--- src/rtl/encode16x4_queue.sv ---
// ---------------------------------------------------------------------------
// encode16x4_queue
//
// Collects requests on 16 input lines into a pending register and hands them
// out one at a time as 4-bit binary codes through a valid/ready output stage.
// A request line held high over several cycles is merged into one pending
// bit. The granted bit stays pending until the consumer accepts it.
//
// Ports:
//   clk          - single clock, all state changes on the rising edge
//   rst          - asynchronous, active-high reset
//   in[15:0]     - request lines, in[i] requests code i
//   out[3:0]     - code of the request being presented (registered)
//   out_valid    - out holds a valid code (registered)
//   out_ready    - consumer accepts out this cycle
//   pending_cnt  - number of set bits in the pending register (registered)
//
// Configuration:
//   ENCODE_ROUND_ROBIN_EN - when defined, arbitration is round-robin starting
//                           just after the last granted index; when not
//                           defined, the lowest pending index always wins.
// ---------------------------------------------------------------------------
module encode16x4_queue (
    input  logic        clk,
    input  logic        rst,
    input  logic [15:0] in,
    output logic [3:0]  out,
    output logic        out_valid,
    input  logic        out_ready,
    output logic [4:0]  pending_cnt
);

    typedef enum logic {
        IDLE    = 1'b0,
        PRESENT = 1'b1
    } stateT;

    stateT       state;
    logic [15:0] pending;
    logic [3:0]  outReg;
    logic [4:0]  pendingCntReg;

    logic        handshake;
    logic        load;
    logic [15:0] clearMask;
    logic [15:0] selSet;
    logic [15:0] pendingNext;
    logic        selAny;
    logic [3:0]  selIdx;

`ifdef ENCODE_ROUND_ROBIN_EN
    logic [3:0]  rrPtr;
    logic [3:0]  searchStart;
    logic [3:0]  candIdx;
`endif

    // Counts the set bits of a 16-bit vector; result fits 0..16.
    function automatic logic [4:0] popCount16(input logic [15:0] bits);
        logic [4:0] total;
        total = 5'd0;
        for (int i = 0; i < 16; i++) begin
            total = total + 5'(bits[i]);
        end
        return total;
    endfunction

    // The handshake consumes the presented code. Its bit is removed from the
    // pending set, but a fresh request on the same line in the same cycle
    // puts it straight back (set wins). New requests never join the
    // selection in the cycle they arrive, so selection only sees the
    // pending value minus the consumed bit.
    always_comb begin
        handshake   = out_valid && out_ready;
        load        = !out_valid || handshake;
        clearMask   = handshake ? (16'h0001 << outReg) : 16'h0000;
        selSet      = pending & ~clearMask;
        pendingNext = selSet | in;
        selAny      = |selSet;
    end

`ifdef ENCODE_ROUND_ROBIN_EN
    // Round-robin search. The pointer holds the index just after the last
    // grant, but on a handshake cycle it has not been updated yet, so the
    // start point is taken from the code being consumed right now. The loop
    // walks from the farthest offset back to the nearest so the nearest hit
    // wins.
    always_comb begin
        selIdx      = 4'd0;
        candIdx     = 4'd0;
        searchStart = handshake ? (outReg + 4'd1) : rrPtr;
        for (int k = 15; k >= 0; k--) begin
            candIdx = searchStart + 4'(k);
            if (selSet[candIdx]) begin
                selIdx = candIdx;
            end
        end
    end
`else
    // Fixed priority: scanning from the top down leaves the lowest set index
    // as the final winner, so index 0 has the highest priority.
    always_comb begin
        selIdx = 4'd0;
        for (int k = 15; k >= 0; k--) begin
            if (selSet[k]) begin
                selIdx = 4'(k);
            end
        end
    end
`endif

    // Main state register. The output stage reloads whenever it is empty or
    // its code is being accepted; while stalled it holds its code even if
    // higher-priority requests arrive. An empty selection drops out_valid
    // but leaves the last code on out. Reset discards everything, including
    // any request on in during reset.
    always_ff @(posedge clk or posedge rst) begin
        if (rst) begin
            state         <= IDLE;
            pending       <= 16'h0000;
            outReg        <= 4'd0;
            pendingCntReg <= 5'd0;
`ifdef ENCODE_ROUND_ROBIN_EN
            rrPtr         <= 4'd0;
`endif
        end else begin
            pending       <= pendingNext;
            pendingCntReg <= popCount16(pendingNext);
            if (load) begin
                if (selAny) begin
                    outReg <= selIdx;
                    state  <= PRESENT;
                end else begin
                    state  <= IDLE;
                end
            end
`ifdef ENCODE_ROUND_ROBIN_EN
            if (handshake) begin
                rrPtr <= outReg + 4'd1;
            end
`endif
        end
    end

    // Outputs come straight from registers.
    assign out         = outReg;
    assign out_valid   = (state == PRESENT);
    assign pending_cnt = pendingCntReg;

endmodule
--- config.mk ---
export PLATFORM = sky130hd
export DESIGN_NAME = encode16x4_queue
export DESIGN_NICKNAME = d
export VERILOG_FILES = /design/src/rtl/encode16x4_queue.sv
export SDC_FILE = /design/constraint.sdc
export NUM_CORES = 1
export LEC_CHECK = 0
export ABC_AREA = 1
export CAP_MARGIN = 20
export CORE_MARGIN = 2
export CORE_UTILIZATION = 45
export DETAILED_ROUTE_END_ITERATION = 12
export MAX_ROUTING_LAYER = met4
export PLACE_DENSITY = 0.72
export SETUP_SLACK_MARGIN = 0.1
export SYNTH_ARGS = -nofsm -noshare
export SYNTH_HDL_FRONTEND = slang
export SYNTH_SLANG_ARGS = --single-unit
--- constraint.sdc ---
create_clock -name clk -period 4.7 [get_ports clk]
set_input_delay 0.705 -clock clk [delete_from_list [all_inputs] [get_ports clk]]
set_output_delay 0.705 -clock clk [all_outputs]
set_load 0.01 [all_outputs]
# Word level (Yosys, flattened, before mapping)
# Index checks and enable logic that the tools add are counted.
# classes
addsub	15
shifts	1
n_mux	18
bitwise	3
n_reduce_logical	5
# ops
operator	count
two-way mux 4 bit	16
adder 5 x 1 -> 5 bit	11
AND 16 bit	1
two-way mux 16 bit	1
inverter 16 bit	1
OR 16 bit	1
OR reduction 16 bit	1
left shift 1 x 4 -> 16 bit, first input constant	1
adder 4 x 1 -> 5 bit	1
adder 3 x 1 -> 4 bit	1
adder 2 x 1 -> 3 bit	1
adder 1 x 1 -> 2 bit	1
AND reduction 2 bit	1
logical AND 1 bit	1
zero test 1 bit	1
logical OR 1 bit	1
two-way mux 1 bit	1
# totals
regBits	26
in_bits	19
elab_cells	46

# Depth between registers and ports, before layout
# depth
ltp_word	20
mapped_depth	20

# Worst setup path before layout
# Ideal clock, no wire load.
# synth_path
path_kind	input to register
startpoint	input out_ready
endpoint	register pendingCntReg[2] (netlist: pending_cnt[2])
setup_ns	0.123
arrival_time_ns	4.240
slack_ns	0.338
cell_stages	16
n_path_buf	0
cell_sequence	nand2_1 nor2_2 inv_4 o21ai_1 inv_1 or2_2 fa_1 inv_1 fa_1 fa_1 inv_1 fa_1 ha_1 inv_1 fa_1 xnor2_1
# synth_via
elab_chain_len	20
# synth_lines
item	line	source
start, declared	29	input logic out_ready,
logical AND 1 bit	73	handshake = out_valid && out_ready;
two-way mux 16 bit	75	clearMask = handshake ? (16'h0001 << outReg) : 16'h0000;
inverter 16 bit	76	selSet = pending & ~clearMask;
AND 16 bit	76	
OR 16 bit	77	pendingNext = selSet | in;
named net pendingNext[0]	47	logic [15:0] pendingNext;
adder 1 x 1 -> 2 bit	62	total = total + 5'(bits[i]);
adder 2 x 1 -> 3 bit	62	
adder 3 x 1 -> 4 bit	62	
adder 4 x 1 -> 5 bit	62	
adder 5 x 1 -> 5 bit (11 in a row)	62	
end signal, assigned	127	pendingCntReg <= popCount16(pendingNext);
end, declared	41	logic [4:0] pendingCntReg;
# The timed path passes the listed nets, and every way through them passes these cells.
# A chain may end at the register's enable or synchronous reset.

# Worst setup path in the final report
# layout_path
startpoint	input out_ready
endpoint	register pendingCntReg[1] (netlist: pending_cnt[1])
# layout_via
elab_cells_between_ends	20
cone_classes	15 x add/sub; 1 x mux; 3 x bitwise; 1 x reduce/logical
# layout_lines
item	line
logical AND 1 bit	73
two-way mux 16 bit	75
inverter 16 bit	76
AND 16 bit	76
OR 16 bit	77
named net pendingNext[15]	47
adder 5 x 1 -> 5 bit	62
# The timed path passes the listed nets, and every way through them passes these cells.

==> summary.txt <==
GRT
  – Vias in the first global route: around 1200
  – GRT overflow: 0
  – First-pass GRT wire length: about 5500 um
  – Global Route Usage Sum: around a fifth
  – Antenna violations before repair: 0
  – Largest net degree at the start of global routing: 27

Critical path
  – R2r startpoint: out[0]
  – CP peak stage delay: 0.51 ns
  – Worst endpoint required time: 4.93 ns
  – R2r endpoint: pending_cnt[1]
  – CP Cell Sequence: clkdlybuf4s50_1 -> buf_4 -> nand3_4 -> nor2_1 -> nor2_1 -> or2_2 -> fa_1 -> fa_1 -> inv_1 -> fa_1 -> inv_1 -> fa_1 -> ha_2 -> inv_1 -> fa_2 -> inv_1
  – Buf/Inv on CP: 6
  – R2r worst-path depth: 15
  – R2r setup slk: slightly above 0.5 ns
  – CP Capture Type: flop
  – Slowest CP cell: fa_1
  – Crit Path Category: primary input to flop
  – Crit-path max FO: 4
  – Startpoint Class: primary input
  – WP data arrival: 4.67 ns
  – Top Family by Delay on Critical Path: adder cells

Final layout
  – Footprint of the multi-input gates: 810 um2
  – Final-layout fill cell count: roughly 320
  – Final core occ: a little over three fifths
  – Layout cells sized above 1: 22.3%
  – Fin area: between 2000 and 2500 um2
  – Antenna Cells: 0
  – Fin nets: roughly 270
  – Storage cell area: roughly 650 um2
  – Area Growth Syn to Fin: 32.5%

Die
  – Initial core utilization: between 40% and 50%
  – Die X: about 63 um
  – Die H: around 63 um
  – Die area: slightly above 4000 um2
  – I/O Pins: 29
  – Std-Cell Rows: 21
  – Core ar.: around 3400 um2

Timing
  – Final Setup Violations: 0
  – RSZ-0062 raised after global routing: no
  – Clock Skew: 0.00747 ns
  – Fin. max-slew vios: 0
  – Worst Max-Slew Pin Slew: 0.376 ns
  – Max-slew headroom: around 75%
  – Final Cycle Share: between 90% and 100%
  – Setup TNS: 0 ns
  – F_max: approximately 230 MHz
  – PnR worst setup slack: between 0.2 and 0.3 ns
  – Final Hold Fails: 0
  – Tmin final: between 4 and 5 ns

Clock tree
  – Hold_buf cts: 0
  – Clock Path Buffers: 2
  – CTS tree: yes
  – CTS H-Tree Depth: 1
  – CTS root buf: clkbuf_4
  – Clk sink count: 26
  – CTS clk-pin slew, worst paths: approximately 0.13 ns
  – Num CTS Buffers: 3
  – Worst-Skew Late Latency: around 0.32 ns

Placement
  – GP Congestion: between 0.8 and 0.9
  – Detail Placement HPWL: 2610 um
  – Pre-CTS setup slack: -0.341 ns
  – Area after DPL: slightly above 2000 um2
  – Port Buffers: 28

Hold path
  – Hold worst-path end: pending[7]
  – HP Class: flop to flop
  – Hold Startpoint: pending[7]
  – WHS Path Cells: 2

Routing
  – Post-route ant nets: 0
  – Drt total wl: 3140 um
  – Vias/cell: between 4 and 5
  – Vias post-DR: approximately 1300
  – Number of DRC markers in iteration 0: 58
  – DR WL/cell: between 10 and 15 um
  – First-pass DRT Iterations: 4
  – DRC: 0

Yosys
  – Syn_area_per_cell: approximately 8.6 um2
  – Library cells used by synthesis: 25
  – Syn nets: about 220
  – Synth area leader: dfrtp_1
  – Mapped Cells: between 150 and 200
  – Seq/Total Area, Yosys: about two fifths
  – Synth Register Bits: 26
  – Synth Warn #: 0
  – Yosys top cell area share: roughly two fifths
  – Main area contributors after synthesis: dfrtp_1 (41%), fa_1 (13%), nand2_1 (11%), inv_1 (8.5%), o21ai_2 (7.1%)
  – Synthesized cell area: approximately 1600 um2

Pwr
  – Design Power: ~600 uW
  – Leak Pwr: 0.000916 uW
  – Worst vdd ir: between 0.15 and 0.2 mV
  – Power Density: about 280 nW/um2

Status
  – Status: complete, no violations

Run
  – Number of max-cap violations: 0
[cell usage after synthesis]
cell type	n
o21a_1	1
inv_1	36
o21ai_1	5
o21ai_0	1
nand2_1	48
nand2_2	1
inv_2	5
xnor2_1	1
or2_2	2
nor3_1	3
inv_4	1
fa_1	10
buf_2	1
ha_1	5
a31oi_1	1
dfrtp_1	26
xor2_1	1
nor2_1	10
o31ai_1	1
a21oi_1	2
nand3_1	7
o21ai_2	13
clkinv_2	1
nor2_2	2
nand3_4	1
[how the worst max path moves through the flow]
stage / from / to / slack [ns] / depth (start not counted)
6_report: out_ready / pending_cnt[1] / 0.26 / 16
5_1_grt: out_ready / pending_cnt[1] / 0.11 / 16
4_1_cts: out_ready / pending_cnt[4] / 0.10 / 17
3_5_place_dp: out_ready / pending_cnt[4] / -0.34 / 17
3_3_place_gp: out_ready / pending_cnt[2] / -0.20 / 17
2_1_floorplan: out_ready / pending_cnt[2] / 0.34 / 16
[where the power goes]
part / internal [uW] / leakage [uW] / switching [uW]
Sequential: 252 / 0.000266 / 19.0
Clock: 30.0 / 0.0000138 / 62.1
Combinational: 116 / 0.000636 / 103
[what timing repair did]
| item | in CTS | in global routing |
|---|---|---|
| pin swaps | 3 | 5 |
| buffers inserted | 0 | 0 |
| endpoints found under the hold margin | 0 | 0 |
| resized for setup | 2 | 10 |
| setup endpoints to repair | 2 | 3 |
[flip-flops by register name, summed over array words and instances, names as in the netlist]
| name | count |
|---|---|
| out_valid | 1 |
| pending | 16 |
| out | 4 |
| pending_cnt | 5 |
[metrics by stage]
step | hold slack, ns | instances
6_report | 0.534 | 275
5_1_grt | 0.567 | 275
4_1_cts | 0.538 | 274
3_5_place_dp | 0.508 | 271
3_3_place_gp | 0.504 | 271
2_1_floorplan | 0.478 | 185
[area by class of cell]
class	count	share of cell area (%)
timing repair buffer	42	19.2
multi-input combinational	115	38.4
inverter	43	7.82
tap	46	2.73
sequential	26	30.8
clock buffer	3	1.07
[kinds of logic after synthesis]
logic type                 count (synthesis)  share of synthesized area (%)
DFF                                       26                           40.8
buffers and inverters                     44                           10.7
AOI/OAI and AO/OA                         24                           11.0
adders and majority gates                 15                           16.5
xor gates and xnor gates                   2                           1.10
and+or+nand+nor                           74                           19.9
[routing by layer]
layer  wire length (um)  global-route usage (%)  vias up
met5                  0                       -        -
met4                 24                    6.52        0
li1                   -                       -      658
met1               1450                    24.7      580
met2               1570                    29.3       26
met3                 92                    2.68        2
[layout by cell type, fill, tap and decap left out, drive strengths merged, types with 2 or more instances in the layout]
master | netlist | final
buf | 1 | 14
nor3 | 3 | 3
clkdlybuf4s50 | 0 | 28
fa | 10 | 10
ha | 5 | 5
nand3 | 8 | 8
nand2 | 49 | 49
o21ai | 19 | 19
inv | 42 | 42
nor2 | 12 | 12
a21oi | 2 | 2
or2 | 2 | 2
clkbuf | 0 | 3
dfrtp | 26 | 26
[tightest hold or removal path: cells and delay by family (launching register included)]
kind	cells	cell delay (ns)
flip-flops	1	0.36
AND/OR/NAND/NOR	1	0.08
AO/OA/AOI/OAI	1	0.06
Power figures use the tool's default switching activity.
